**src/rtl/nios_system_cpu_3_oci_dtrace_packer.sv**
```systemverilog
// Packs 2-bit compressed trace codes into 15-slot frames with a one-deep frame register.
// Optional drop counter enabled by defining DTRACE_DROP_CNT_EN.
module nios_system_cpu_3_oci_dtrace_packer #(
  parameter int IDLE_FLUSH_CYCLES = 0
) (
  input  logic        clk,
  input  logic        reset_n,
  input  logic        code_valid,
  input  logic [1:0]  code,
  input  logic        flush,
  output logic        code_ready,
  output logic [29:0] dct_buffer,
  output logic [3:0]  dct_count,
  output logic        frm_valid,
  output logic [33:0] frm_data,
  input  logic        frm_ready,
  output logic [7:0]  drop_count
);

  localparam logic [1:0] ST_IDLE   = 2'd0;
  localparam logic [1:0] ST_FILL   = 2'd1;
  localparam logic [1:0] ST_SEALED = 2'd2;
  localparam logic       FLUSH_EN    = (IDLE_FLUSH_CYCLES > 32'sd0);
  localparam logic [7:0] FLUSH_LIMIT = IDLE_FLUSH_CYCLES[7:0];

  logic [1:0]  state_q, state_d;
  logic [29:0] buf_q, buf_d;
  logic [3:0]  cnt_q, cnt_d;
  logic        frm_valid_q, frm_valid_d;
  logic [33:0] frm_data_q, frm_data_d;
  logic [7:0]  timer_q, timer_d;
  logic        code_ready_q, code_ready_d;

  logic        accept_s;
  logic [29:0] m_buf_s;
  logic [3:0]  m_cnt_s;
  logic [7:0]  timer_inc_s;
  logic        idle_flush_s;
  logic        seal_s;
  logic        frm_free_s;

  // Merge the presented code into the accumulator view used by every transition.
  always_comb begin
    accept_s = code_valid && code_ready_q;
    if (accept_s) begin
      m_buf_s = buf_q | ({28'd0, code} << {cnt_q, 1'b0});
      m_cnt_s = cnt_q + 4'd1;
    end else begin
      m_buf_s = buf_q;
      m_cnt_s = cnt_q;
    end
  end

  // Idle timer: counts quiet cycles in FILL and raises a flush one cycle before the limit edge.
  always_comb begin
    timer_inc_s  = timer_q + 8'd1;
    idle_flush_s = FLUSH_EN && (state_q == ST_FILL) && !accept_s && (timer_inc_s == FLUSH_LIMIT);
    if (FLUSH_EN && (state_q == ST_FILL) && !accept_s && !seal_s) begin
      timer_d = timer_inc_s;
    end else begin
      timer_d = 8'd0;
    end
  end

  // Seal decision, frame-register handoff and state transitions.
  always_comb begin
    frm_free_s  = !frm_valid_q || frm_ready;
    seal_s      = (state_q != ST_SEALED) &&
                  ((m_cnt_s == 4'd15) || ((flush || idle_flush_s) && (m_cnt_s != 4'd0)));
    state_d     = state_q;
    buf_d       = m_buf_s;
    cnt_d       = m_cnt_s;
    frm_valid_d = frm_valid_q && !frm_ready;
    frm_data_d  = frm_data_q;
    case (state_q)
      ST_IDLE, ST_FILL: begin
        if (seal_s && frm_free_s) begin
          frm_data_d  = {m_cnt_s, m_buf_s};
          frm_valid_d = 1'b1;
          buf_d       = 30'd0;
          cnt_d       = 4'd0;
          state_d     = ST_IDLE;
        end else if (seal_s) begin
          state_d = ST_SEALED;
        end else begin
          state_d = (m_cnt_s == 4'd0) ? ST_IDLE : ST_FILL;
        end
      end
      ST_SEALED: begin
        if (frm_free_s) begin
          frm_data_d  = {cnt_q, buf_q};
          frm_valid_d = 1'b1;
          buf_d       = 30'd0;
          cnt_d       = 4'd0;
          state_d     = ST_IDLE;
        end else begin
          state_d = ST_SEALED;
        end
      end
      default: begin
        buf_d   = 30'd0;
        cnt_d   = 4'd0;
        state_d = ST_IDLE;
      end
    endcase
    code_ready_d = (state_d != ST_SEALED);
  end

  // State and datapath registers.
  always_ff @(posedge clk or negedge reset_n) begin
    if (!reset_n) begin
      state_q      <= ST_IDLE;
      buf_q        <= 30'd0;
      cnt_q        <= 4'd0;
      frm_valid_q  <= 1'b0;
      frm_data_q   <= 34'd0;
      timer_q      <= 8'd0;
      code_ready_q <= 1'b1;
    end else begin
      state_q      <= state_d;
      buf_q        <= buf_d;
      cnt_q        <= cnt_d;
      frm_valid_q  <= frm_valid_d;
      frm_data_q   <= frm_data_d;
      timer_q      <= timer_d;
      code_ready_q <= code_ready_d;
    end
  end

  assign code_ready = code_ready_q;
  assign dct_buffer = buf_q;
  assign dct_count  = cnt_q;
  assign frm_valid  = frm_valid_q;
  assign frm_data   = frm_data_q;

`ifdef DTRACE_DROP_CNT_EN
  logic [7:0] drop_q, drop_d;

  // Saturating count of codes refused while the packer is sealed.
  always_comb begin
    if (code_valid && !code_ready_q && (drop_q != 8'hFF)) begin
      drop_d = drop_q + 8'd1;
    end else begin
      drop_d = drop_q;
    end
  end

  // Drop counter register.
  always_ff @(posedge clk or negedge reset_n) begin
    if (!reset_n) begin
      drop_q <= 8'd0;
    end else begin
      drop_q <= drop_d;
    end
  end

  assign drop_count = drop_q;
`else
  assign drop_count = 8'd0;
`endif

endmodule

```
**config.mk**
```make
export PLATFORM = sky130hd
export DESIGN_NAME = nios_system_cpu_3_oci_dtrace_packer
export DESIGN_NICKNAME = d
export VERILOG_FILES = /design/src/rtl/nios_system_cpu_3_oci_dtrace_packer.sv
export SDC_FILE = /design/constraint.sdc
export NUM_CORES = 1
export LEC_CHECK = 0
export CELL_PAD_IN_SITES_DETAIL_PLACEMENT = 1
export CELL_PAD_IN_SITES_GLOBAL_PLACEMENT = 2
export CORE_ASPECT_RATIO = 0.75
export CORE_MARGIN = 2
export CORE_UTILIZATION = 31
export DETAILED_ROUTE_END_ITERATION = 10
export PLACE_DENSITY_LB_ADDON = 0.1
export SLEW_MARGIN = 20
export SYNTH_ARGS = -nofsm -noshare
export SYNTH_HDL_FRONTEND = slang
export SYNTH_SLANG_ARGS = --single-unit
```
**constraint.sdc**
```tcl
create_clock -name clk -period 3.5 [get_ports clk]
set_clock_uncertainty 0.15 [all_clocks]
set_input_delay 0.7 -clock clk [delete_from_list [all_inputs] [get_ports clk]]
set_output_delay 0.7 -clock clk [all_outputs]
set_load 0.02 [all_outputs]
```
# Word level (Yosys, flattened, before mapping)
# Index checks and enable logic that the tools add are counted.
word_totals:
  register_bits: 72
  input_bits: 7
classes:
  addsub: 1
  n_eq_ne: 7
  n_shift: 1
  n_mux: 19
  bitwise: 1
  reduce_logical: 15
ops:
  columns: ["operator", "n"]
  rows:
  - ["$mux W30", 3]
  - ["$mux W34", 2]
  - ["$pmux W34 S2", 1]
  - ["$pmux W30 S2", 1]
  - ["$or A30 B30 Y30", 1]
  - ["$shl A2 B5 Y30", 1]
  - ["$mux W4", 3]
  - ["$ne A2 B2 Y1 const B", 4]
  - ["$pmux W4 S2", 1]
  - ["$mux W2", 3]
  - ["$logic_and A1 B1 Y1", 5]
  - ["$add A4 B1 Y4 const B", 1]
  - ["$eq A4 B4 Y1 const B", 1]
  - ["$logic_not A4 Y1", 1]
  - ["$pmux W2 S2", 1]
  - ["$reduce_bool A4 Y1", 1]
  - ["$mux W1", 3]
  - ["$reduce_and A3 Y1", 1]
  - ["$eq A2 B1 Y1 const B", 1]
  - ["$eq A2 B2 Y1 const B", 1]
  - ["$logic_not A1 Y1", 2]
  - ["$logic_not A2 Y1", 1]
  - ["$logic_or A1 B1 Y1", 2]
  - ["$pmux W1 S2", 1]
  - ["2 further kinds", 2]

# Logic depth before layout (Yosys ltp)
# Gate-level depths: netlist (run 1).
depth:
  depth_word: 10
  depth_mapped: 9

# Least setup slack after synthesis (run 1)
# Ideal clock, no wire load.
synth_timing:
  path_type: "reg-to-reg"
  from: "reg cnt_q[0] (netlist: dct_count[0])"
  to: "reg frm_data_q[10] (netlist: frm_data[10])"
  arrival_ns: 2.273
  required_time_ns: 3.224
  path_slack_ns: 0.951
  stages_incl_launch_ff: 9
  n_path_buf: 2
  cell_sequence: "dfrtp_1 ha_1 or3b_1 mux2i_1 a311oi_2 or2_1 buf_6 buf_6 a311o_1"
synth_via:
  elab_chain_len: 9
  word_cells_on_any_way: 15
synth_lines:
  columns: ["item", "line", "rtl"]
  rows:
  - ["start, declared", "28", "logic [3:0] cnt_q, cnt_d;"]
  - ["start signal, assigned", "122", "cnt_q <= cnt_d;"]
  - ["$add A4 B1 Y4", "47", "m_cnt_s = cnt_q + 4'd1;"]
  - ["$mux W4", "45", "if (accept_s) begin"]
  - ["$reduce_bool A4 Y1", "69", "((m_cnt_s == 4'd15) || ((flush || idle_flush_s) && (m_cnt_s != 4'd0)));"]
  - ["$logic_and A1 B1 Y1", "69", null]
  - ["$logic_or A1 B1 Y1", "69", null]
  - ["$logic_and A1 B1 Y1", "68", "seal_s = (state_q != ST_SEALED) &&"]
  - ["$logic_and A1 B1 Y1", "77", "if (seal_s && frm_free_s) begin"]
  - ["$ne A2 B2 Y1 (no line)", null, null]
  - ["$reduce_and A3 Y1 (no line)", null, null]
  - ["end signal, assigned", "124", "frm_data_q <= frm_data_d;"]
  - ["end, declared", "30", "logic [33:0] frm_data_q, frm_data_d;"]
# Several ways; a longest one is shown, not always the timed one. The select of a mux whose other input is x is not followed.
# A chain may end at the register's enable or synchronous reset.

# Worst setup path after layout (run 1)
layout_timing:
  from: "reg cnt_q[1] (netlist: dct_count[1])"
  to: "reg frm_data_q[28] (netlist: frm_data[28])"
# The elaborated chain is that of the path after synthesis.

==> parameters.txt, run 1 <==
Parameter                              Value

Logic synthesis
  Post-synthesis cell count    482
  Number of enable-type register cells in the synthesized netlist    0
  Post-Synthesis Mean Instance Area    roughly 8.6 um2
  Fraction of synthesis flops using an asynchronous set or reset pin    1.00
  Top_reg_cell synth    dfrtp_1
  Distinct cell type count of the synthesized netlist    39
  Ranking of synthesized cells by instance count    92 x nand3_1, 71 x dfrtp_1, 60 x a21oi_1
  Share of the yosys chip area belonging to registers    0.434
  Cell type with the highest aggregate area in the netlist    dfrtp_1
  Yosys synthesis warning count    0
  Most area-consuming cells after synthesis    dfrtp_1 43%, nand3_1 11%, a21oi_1 7.2%
  Netlist area before placement    just over 4000 um2
  Most numerous cell in the Yosys netlist    nand3_1
  Top-area cell type share of the netlist area    0.428
  Seq cells post-synth    72

CTS
  Post-cts gate resize count    0
  CTS sink cnt    72
  Number of levels in the clock H-tree    3
  Clock Pin Slew Worst Setup and Hold Paths    60 ps
  Insertion delay to the later sink of the worst-skew pair    roughly 320 ps
  Setup repair bufs after CTS    0
  TritonCTS clock tree    yes
  Hold-fix buffers at CTS    0
  Clock Tree Root    clkbuf_16
  Number of buffers created by CTS    9
  Max Root-Sink Buffers    2

STA
  Fin. max-slew vios    0
  Final setup vio count    0
  Normalized max-slew margin    0.340
  Count of endpoints failing hold in the final timing report    0
  Final critical-path share of the clock period    0.843
  Setup TNS after final layout    0 ps
  Final worst path period need    2950 ps
  Maximum achievable frequency    339 MHz
  Worst Hold Slack    between 300 and 400 ps
  Measured slew at the worst slew-check pin    991 ps
  Setup repair after global routing missed its margin    false
  Crit path setup slack, layout    550 ps

Critical path
  Source of the critical timing path    dct_count[1]
  Source of the worst register-to-register timing path    dct_count[1]
  Setup slack of the worst register-to-register path    550 ps
  Critical Path Source Type    flop
  Worst flop-to-flop path endpoint    frm_data[28]
  Crit-path max FO    23
  Depth of the worst register-to-register path    7
  Class of the most critical setup path    flop to flop
  Worst path arrival time    3010 ps
  Required time of the critical path    about 3600 ps
  Endpoint class of the critical path    flop

Global route
  Total gr overflow    0
  Via count of the first global-routing pass    4,224
  Pin count of the biggest net entering global routing    73
  Antenna violations before repair    0
  Total GRT Usage    0.229
  Wire length of the first global-routing pass    25,200 um

Floorplanning
  Standard-cell row count    36
  Placeable Area    around 13,000 um2
  Full die area    14,300 um2
  Chip height    about 100 um
  Initial cell density of the core    0.319
  Die width    138 um
  Top-level port count    85

Drt
  Routed wirelength normalized by instance count    21.8 um
  Vias per std cell    5.76
  Initial drt markers    270
  Vias after detailed routing    between 4k and 5k
  Post-route DRC violation count    0
  Remaining antenna violation count    0
  Total wire length    15,500 um
  1st-pass router iterations    4

Power
  Int Pwr    0.00243 W
  Worst ir drop on vdd    0.000307 V
  Net Sw Frac    0.452
  Overall power of the completed layout    0.00444 W
  Power share of the clock group    0.189
  Combinational share of power    0.501
  Power density over the cells    between 800 and 900 nW/um2
  Sequential group share of total power    0.309
  P_leak    2.19 nW
  Net switching power    0.00201 W

Place
  Detailed placer's ending HPWL    10,100 um
  Minimum setup slack after placement    295 ps
  Final estimated routing congestion in global placement    ~0.77
  Total of buffers placed on input and output ports    76

Finish
  Net count of the finished layout    541
  Ratio of cells with drive above 1 in the final layout    0.0781
  Filler Cell Count    1,485
  Signed area change from the synthesized netlist to the final layout    27.2%
  Total inserted antenna cells    0

Outcome
  Run status    finished clean

Hold path
  Kind of path behind the tightest hold check    primary input to async pin

Flow run
  Maximum capacitance violations    0
-- routing by layer --
metal,vias up,GRT usage,wire length [um]
met5,-,0,0
met4,0,0.0390,48
met3,4,0.0404,809
met2,101,0.341,7010
met1,2117,0.350,7610
li1,1864,-,-
-- how the worst max path moves through the flow --
stage                    to  slack, ps  depth (start not counted)
2_1_floorplan  frm_data[10]        950                          8
3_3_place_gp   frm_data[19]        410                          7
3_5_place_dp   frm_data[28]        290                          7
4_1_cts        frm_data[15]        580                          7
5_1_grt        frm_data[28]        450                          7
6_report       frm_data[28]        550                          7
-- cells in the final DEF, fill, tap and decap left out, types with 2 or more instances in the layout --
cell             netlist  routed
a21oi_1               60      60
nand3_1               92      92
and3b_1                4       4
xor2_1                 2       2
buf_4                  8      23
and4b_1                2       2
and3_1                 2       2
a311o_1               30      30
nor2_1                38      38
a22oi_1                4       4
nor3_1                 2       2
clkbuf_1              24       5
o311ai_0               3       3
o211ai_1               3       3
nor4_1                31      31
conb_1                 1       8
nor3b_1                2       2
o21ai_0                3       3
nand2_1               37      37
clkbuf_16              0       9
dfrtp_1               71      71
xnor2_1                2       2
nand2b_1               4       4
buf_12                 0       2
nor2b_2                0       2
clkdlybuf4s50_1        0      75
and2_1                 5       5
mux2i_1                3       3
-- area by class of cell --
type / count / area, um2 / area share
Clock buffer: 15 / 258 / 0.0488
Tap cell: 171 / 214 / 0.0405
Timing Repair Buffer: 100 / 963 / 0.182
Multi-Input combinational cell: 350 / 2040 / 0.386
Clock inverter: 1 / 5.00 / 0.000948
Sequential cell: 72 / 1800 / 0.341
-- registers in the layout (all words and copies together) (netlist names) --
register	flops
state_q	2
frm_valid	1
dct_count	4
dct_buffer	30
code_ready	1
frm_data	34
-- power by group through the flow --
stage	Combinational, W	Clock (W)	Sequential (W)
floorplan	0.00103	0	0.00156
global placement	0.00219	0	0.00137
detailed placement	0.00223	0	0.00138
CTS	0.00224	0.000864	0.00137
global route	0.00239	0.000906	0.00142
finish	0.00223	0.000841	0.00137
-- cell families after synthesis --
logic type,after synthesis,share of synthesized area
other,1,0.000903
buffers and inverters,67,0.0898
adders and majority gates,1,0.00301
AOI/OAI and AO/OA,108,0.182
DFF,72,0.434
muxes,3,0.00723
xor gates and xnor gates,4,0.00844
and+or+nand+nor,226,0.274
-- critical path, stage by stage (launching register included) --
cell and delay [ps]:
dfrtp_1 520, ha_1 450, or3b_1 370, mux2i_1 250
a311oi_4 170, or2_1 290, buf_4 240, a311o_1 390
-- per-stage QoR --
| stage | instances | instance area (um2) | utilization |
|---|---|---|---|
| after floorplan | 489 | 4180 | - |
| after global placement | 693 | 5020 | 0.385 |
| after detailed placement | 693 | 5020 | 0.385 |
| after CTS | 709 | 5280 | 0.406 |
| after global routing | 709 | 5280 | 0.406 |
| final | 709 | 5280 | 0.406 |
(Power assumes the default switching activity.)
==> inputs of run 2 (changes only) <==
==> constraint.sdc (replaced) <==
create_clock -name clk -period 2.9 [get_ports clk]
set_clock_uncertainty 0.15 [all_clocks]
set_input_delay 0.58 -clock clk [delete_from_list [all_inputs] [get_ports clk]]
set_output_delay 0.58 -clock clk [all_outputs]
set_load 0.02 [all_outputs]
==> parameters.txt, run 2 (same netlist as run 1, synthesis figures left out) <==
Parameter                              Value

STA
  Maximum achievable frequency    380 MHz
  Normalized max-slew margin    0.583
  Fin. max-slew vios    0
  Setup repair after global routing missed its margin    false
  Final critical-path share of the clock period    0.908
  Measured slew at the worst slew-check pin    626 ps
  Final setup vio count    0
  Count of endpoints failing hold in the final timing report    0
  Setup TNS after final layout    0 ps
  Crit path setup slack, layout    approximately 270 ps
  Final worst path period need    2630 ps

Power
  Net switching power    between 0.002 and 0.0025 W
  Int Pwr    0.00333 W
  Power density over the cells    ~1100 nW/um2
  P_leak    2.31 nW
  Sequential group share of total power    0.285
  Combinational share of power    0.476
  Worst ir drop on vdd    0.000431 V
  Power share of the clock group    0.239
  Net Sw Frac    0.426

Critical path
  Critical Path Source Type    flop
  Required time of the critical path    approximately 3000 ps
  Endpoint class of the critical path    flop
  Class of the most critical setup path    flop to flop
  Crit-path max FO    10
  Worst path arrival time    2680 ps

Floorplanning
  Standard-cell row count    36
  Chip height    104 um
  Top-level port count    85
  Initial cell density of the core    0.319
  Full die area    around 14,000 um2
  Die width    138 um
  Placeable Area    between 10,000 and 15,000 um2

Hold path
  Kind of path behind the tightest hold check    primary input to async pin

Place
  Final estimated routing congestion in global placement    0.772
  Minimum setup slack after placement    6.73 ps
  Detailed placer's ending HPWL    about 11,000 um
  Total of buffers placed on input and output ports    76

Drt
  Vias per std cell    5.81
  Initial drt markers    297
  Routed length on met2    around 7200 um
  Routed length on met3    960 um
  Length of routed wiring on met1    7740 um
  1st-pass router iterations    4
  Post-route DRC violation count    0
  Total wire length    16,100 um
  Vias after detailed routing    around 4.2k
  Routed wirelength normalized by instance count    22.2 um
  Uppermost routed layer    met4
  Remaining antenna violation count    0

Global route
  Wire length of the first global-routing pass    25,100 um
  Antenna violations before repair    0
  Via count of the first global-routing pass    4,282
  Total gr overflow    0
  Pin count of the biggest net entering global routing    38
  Total GRT Usage    0.231

CTS
  Clock Tree Root    clkbuf_16
  Max Root-Sink Buffers    2
  CTS sink cnt    72
  Number of levels in the clock H-tree    3
  Hold-fix buffers at CTS    0
  Insertion delay to the later sink of the worst-skew pair    330 ps
  Clock Pin Slew Worst Setup and Hold Paths    roughly 60 ps
  Number of buffers created by CTS    9
  TritonCTS clock tree    yes
  Post-cts gate resize count    0
  Setup repair bufs after CTS    0

Finish
  Highest-count cells in the layout ignoring fill and taps    92 x nand3_1, 75 x clkdlybuf4s50_1, 71 x dfrtp_1, 60 x a21oi_1, 38 x nor2_1
  Net count of the finished layout    555
  Signed area change from the synthesized netlist to the final layout    32.6%
  Flip-flop count of the largest register after layout    34
  Total inserted antenna cells    0
  Ratio of cells with drive above 1 in the final layout    0.109
  Final Core Density    0.423
  Commonest non-fill, non-tap cell in the layout    nand3_1

Flow run
  Maximum capacitance violations    0

Outcome
  Run status    finished clean
==> run 2: changes by cell type in the layout (fill, tap and decap cells not counted), sizes merged <==
cell / delta
buf: +14
bufinv: +4
clkbuf: -4
clkinv: -1
clkinvlp: +1
==> run 2: metal layers <==
layer | global-route usage | vias up
met1 | 0.345 | 2152
met2 | 0.339 | 144
met5 | 0 | -
li1 | - | 1889
met4 | 0.0552 | 0
met3 | 0.0473 | 17
==> run 2: critical path, cell delays in order, from the launching register on <==
cell,delay (ps)
dfrtp_1,380
ha_1,360
or3b_1,350
mux2i_1,240
a311oi_4,150
or2_1,300
buf_4,200
o311ai_0,370
==> run 2: final timing paths <==
kind | end | from | depth (start not counted) | slack, ps
max reg2reg | frm_data[30] | dct_count[0] | 7 | 270
min in group clk | frm_data[32] | frm_data[32] | 2 | 390
max | frm_data[30] | dct_count[0] | 7 | 270
min reg2reg | frm_data[32] | frm_data[32] | 2 | 390
max in group asynchronous | dct_buffer[11] | reset_n | 2 | 1890
min | dct_buffer[10] | reset_n | 1 | 90
==> run 2: final cells by class <==
type,count,area [um2]
Timing Repair Buffer,114,1080
Tap cell,171,214
Multi-Input combinational cell,350,2040
Clock inverter,5,128
Clock buffer,11,243
Sequential cell,72,1800
Fill cell,1505,7510
==> run 2: stage by stage <==
stage	power (W)	hold WS [ps]	std cells	area, um2
after floorplan	0.00313	134	489	4180
after global placement	0.00438	386	707	5130
after detailed placement	0.00444	392	707	5130
after CTS	0.00585	105	723	5510
after global routing	0.00612	117	723	5510
final	0.00581	90.0	723	5510
==> run 2: power by group through the flow <==
stage,registers (W),clock network [W],logic [W]
global route,0.00170,0.00146,0.00296
global placement,0.00165,0,0.00274
finish,0.00165,0.00139,0.00277
detailed placement,0.00166,0,0.00278
floorplan,0.00189,0,0.00125
CTS,0.00165,0.00142,0.00278
==> inputs of run 3 (changes only) <==
--- a/config.mk
+++ b/config.mk
@@ -11,7 +11,7 @@
 export CORE_MARGIN = 2
 export CORE_UTILIZATION = 31
 export DETAILED_ROUTE_END_ITERATION = 10
-export PLACE_DENSITY_LB_ADDON = 0.1
+export PLACE_DENSITY = 0.79
 export SLEW_MARGIN = 20
 export SYNTH_ARGS = -nofsm -noshare
 export SYNTH_HDL_FRONTEND = slang
==> parameters.txt, run 3 (same netlist as run 1, synthesis figures left out) <==
Parameter                              Value

Outcome
  Run status    finished clean

STA
  Setup TNS after final layout    0 ps
  Fin. max-slew vios    0
  Final worst path period need    about 2700 ps
  Maximum achievable frequency    377 MHz
  Count of endpoints failing hold in the final timing report    0
  Setup repair after global routing missed its margin    false
  Normalized max-slew margin    0.604
  Final critical-path share of the clock period    0.915
  Measured slew at the worst slew-check pin    just under 600 ps
  Final setup vio count    0
  Worst Hold Slack    87.6 ps

CTS
  Insertion delay to the later sink of the worst-skew pair    340 ps
  Number of buffers created by CTS    9
  Post-cts gate resize count    0
  Max Root-Sink Buffers    2
  TritonCTS clock tree    yes
  Hold-fix buffers at CTS    0
  Clock Tree Root    clkbuf_16
  Number of levels in the clock H-tree    3
  Setup repair bufs after CTS    0
  Clock Pin Slew Worst Setup and Hold Paths    60 ps
  CTS sink cnt    72

Drt
  Remaining antenna violation count    0
  Total wire length    15,900 um
  Initial drt markers    274
  Vias after detailed routing    approximately 4.1k
  Post-route DRC violation count    0
  Routed wirelength normalized by instance count    22.1 um
  Routed length on met3    817 um
  1st-pass router iterations    5
  Uppermost routed layer    met4
  Length of routed wiring on met1    7910 um
  Vias per std cell    5.74
  Routed length on met2    6980 um

Flow run
  Maximum capacitance violations    0

Global route
  Via count of the first global-routing pass    4,242
  Total gr overflow    0
  Wire length of the first global-routing pass    roughly 25,000 um
  Pin count of the biggest net entering global routing    35
  Total GRT Usage    0.227
  Antenna violations before repair    0

Place
  Total of buffers placed on input and output ports    76
  Detailed placer's ending HPWL    10,800 um
  Final estimated routing congestion in global placement    0.810

Floorplanning
  Standard-cell row count    36
  Full die area    14,300 um2
  Chip height    roughly 100 um
  Top-level port count    85
  Die width    138 um
  Initial cell density of the core    0.319
  Placeable Area    around 13,000 um2

Critical path
  Critical Path Source Type    flop
  Class of the most critical setup path    flop to flop
  Delay of the slowest cell on the worst path    530 ps
  Worst path arrival time    2770 ps
  Critical path, cell by cell    ha_1, or3b_1, mux2i_1, a311oi_4, buf_12, o31ai_1, and2_1
  Crit-path max FO    21
  Slowest cell on the critical path    o31ai_1
  Endpoint class of the critical path    flop
  Required time of the critical path    about 3000 ps

Finish
  Ratio of cells with drive above 1 in the final layout    0.102
  Total inserted antenna cells    0
  Flip-flop count of the largest register after layout    34
  Signed area change from the synthesized netlist to the final layout    30.6%
  Commonest non-fill, non-tap cell in the layout    nand3_1
  Highest-count cells in the layout ignoring fill and taps    92 x nand3_1, 75 x clkdlybuf4s50_1, 71 x dfrtp_1, 60 x a21oi_1, 38 x nor2_1
  Net count of the finished layout    551

Power
  Power density over the cells    1030 nW/um2
  Worst ir drop on vdd    0.000439 V
  P_leak    between 2 and 2.5 nW

Hold path
  Kind of path behind the tightest hold check    primary input to async pin
[run 3: final cells by class]
| class | count | area (um2) |
|---|---|---|
| Clock buffer | 14 | 284 |
| Clock inverter | 2 | 35.0 |
| Fill cell | 1471 | 7600 |
| Multi-Input combinational cell | 350 | 2040 |
| Sequential cell | 72 | 1800 |
| Tap cell | 171 | 214 |
| Timing Repair Buffer | 110 | 1050 |
[run 3: metrics by stage]
stage | worst slack (ps) | cell area (um2) | util | cells | power, W
floorplan | 351 | 4180 | - | 489 | 0.00313
global placement | 96.3 | 5100 | 0.392 | 703 | 0.00429
detailed placement | 15.7 | 5100 | 0.392 | 703 | 0.00437
CTS | 260 | 5420 | 0.416 | 719 | 0.00558
global route | 202 | 5420 | 0.416 | 719 | 0.00585
finish | 248 | 5420 | 0.416 | 719 | 0.00558
[run 3: critical path, delay by kind of cell (launching register included)]
family	cells	cell delay, ps
DFF	1	390
buffers and inverters	1	190
and+or+nand+nor	2	580
AOI/OAI and AO/OA	2	690
adders and majority gates	1	360
muxes	1	230
[run 3: layer usage]
metal	track usage	vias to the layer above
li1	-	1886
met1	0.335	2102
met2	0.339	129
met3	0.0478	12
met4	0.0530	0
met5	0	-
[run 3: path summary, 6_finish.rpt]
kind / endpoint / cells after the start / startpoint / slack, ps
max in group asynchronous: frm_data[22] / 2 / reset_n / 1770
setup reg to reg: state_q[1] / 7 / dct_count[0] / 250
hold / removal: frm_valid / 1 / reset_n / 90
hold reg to reg: dct_buffer[2] / 2 / dct_buffer[2] / 410
setup / recovery: state_q[1] / 7 / dct_count[0] / 250
min in group clk: dct_buffer[2] / 2 / dct_buffer[2] / 410
[run 3: report_power, final]
part,switching (W),internal [W]
clock,0.000427,0.000759
sequential,0.000337,0.00130
combinational,0.00170,0.00106
total,0.00246,0.00311
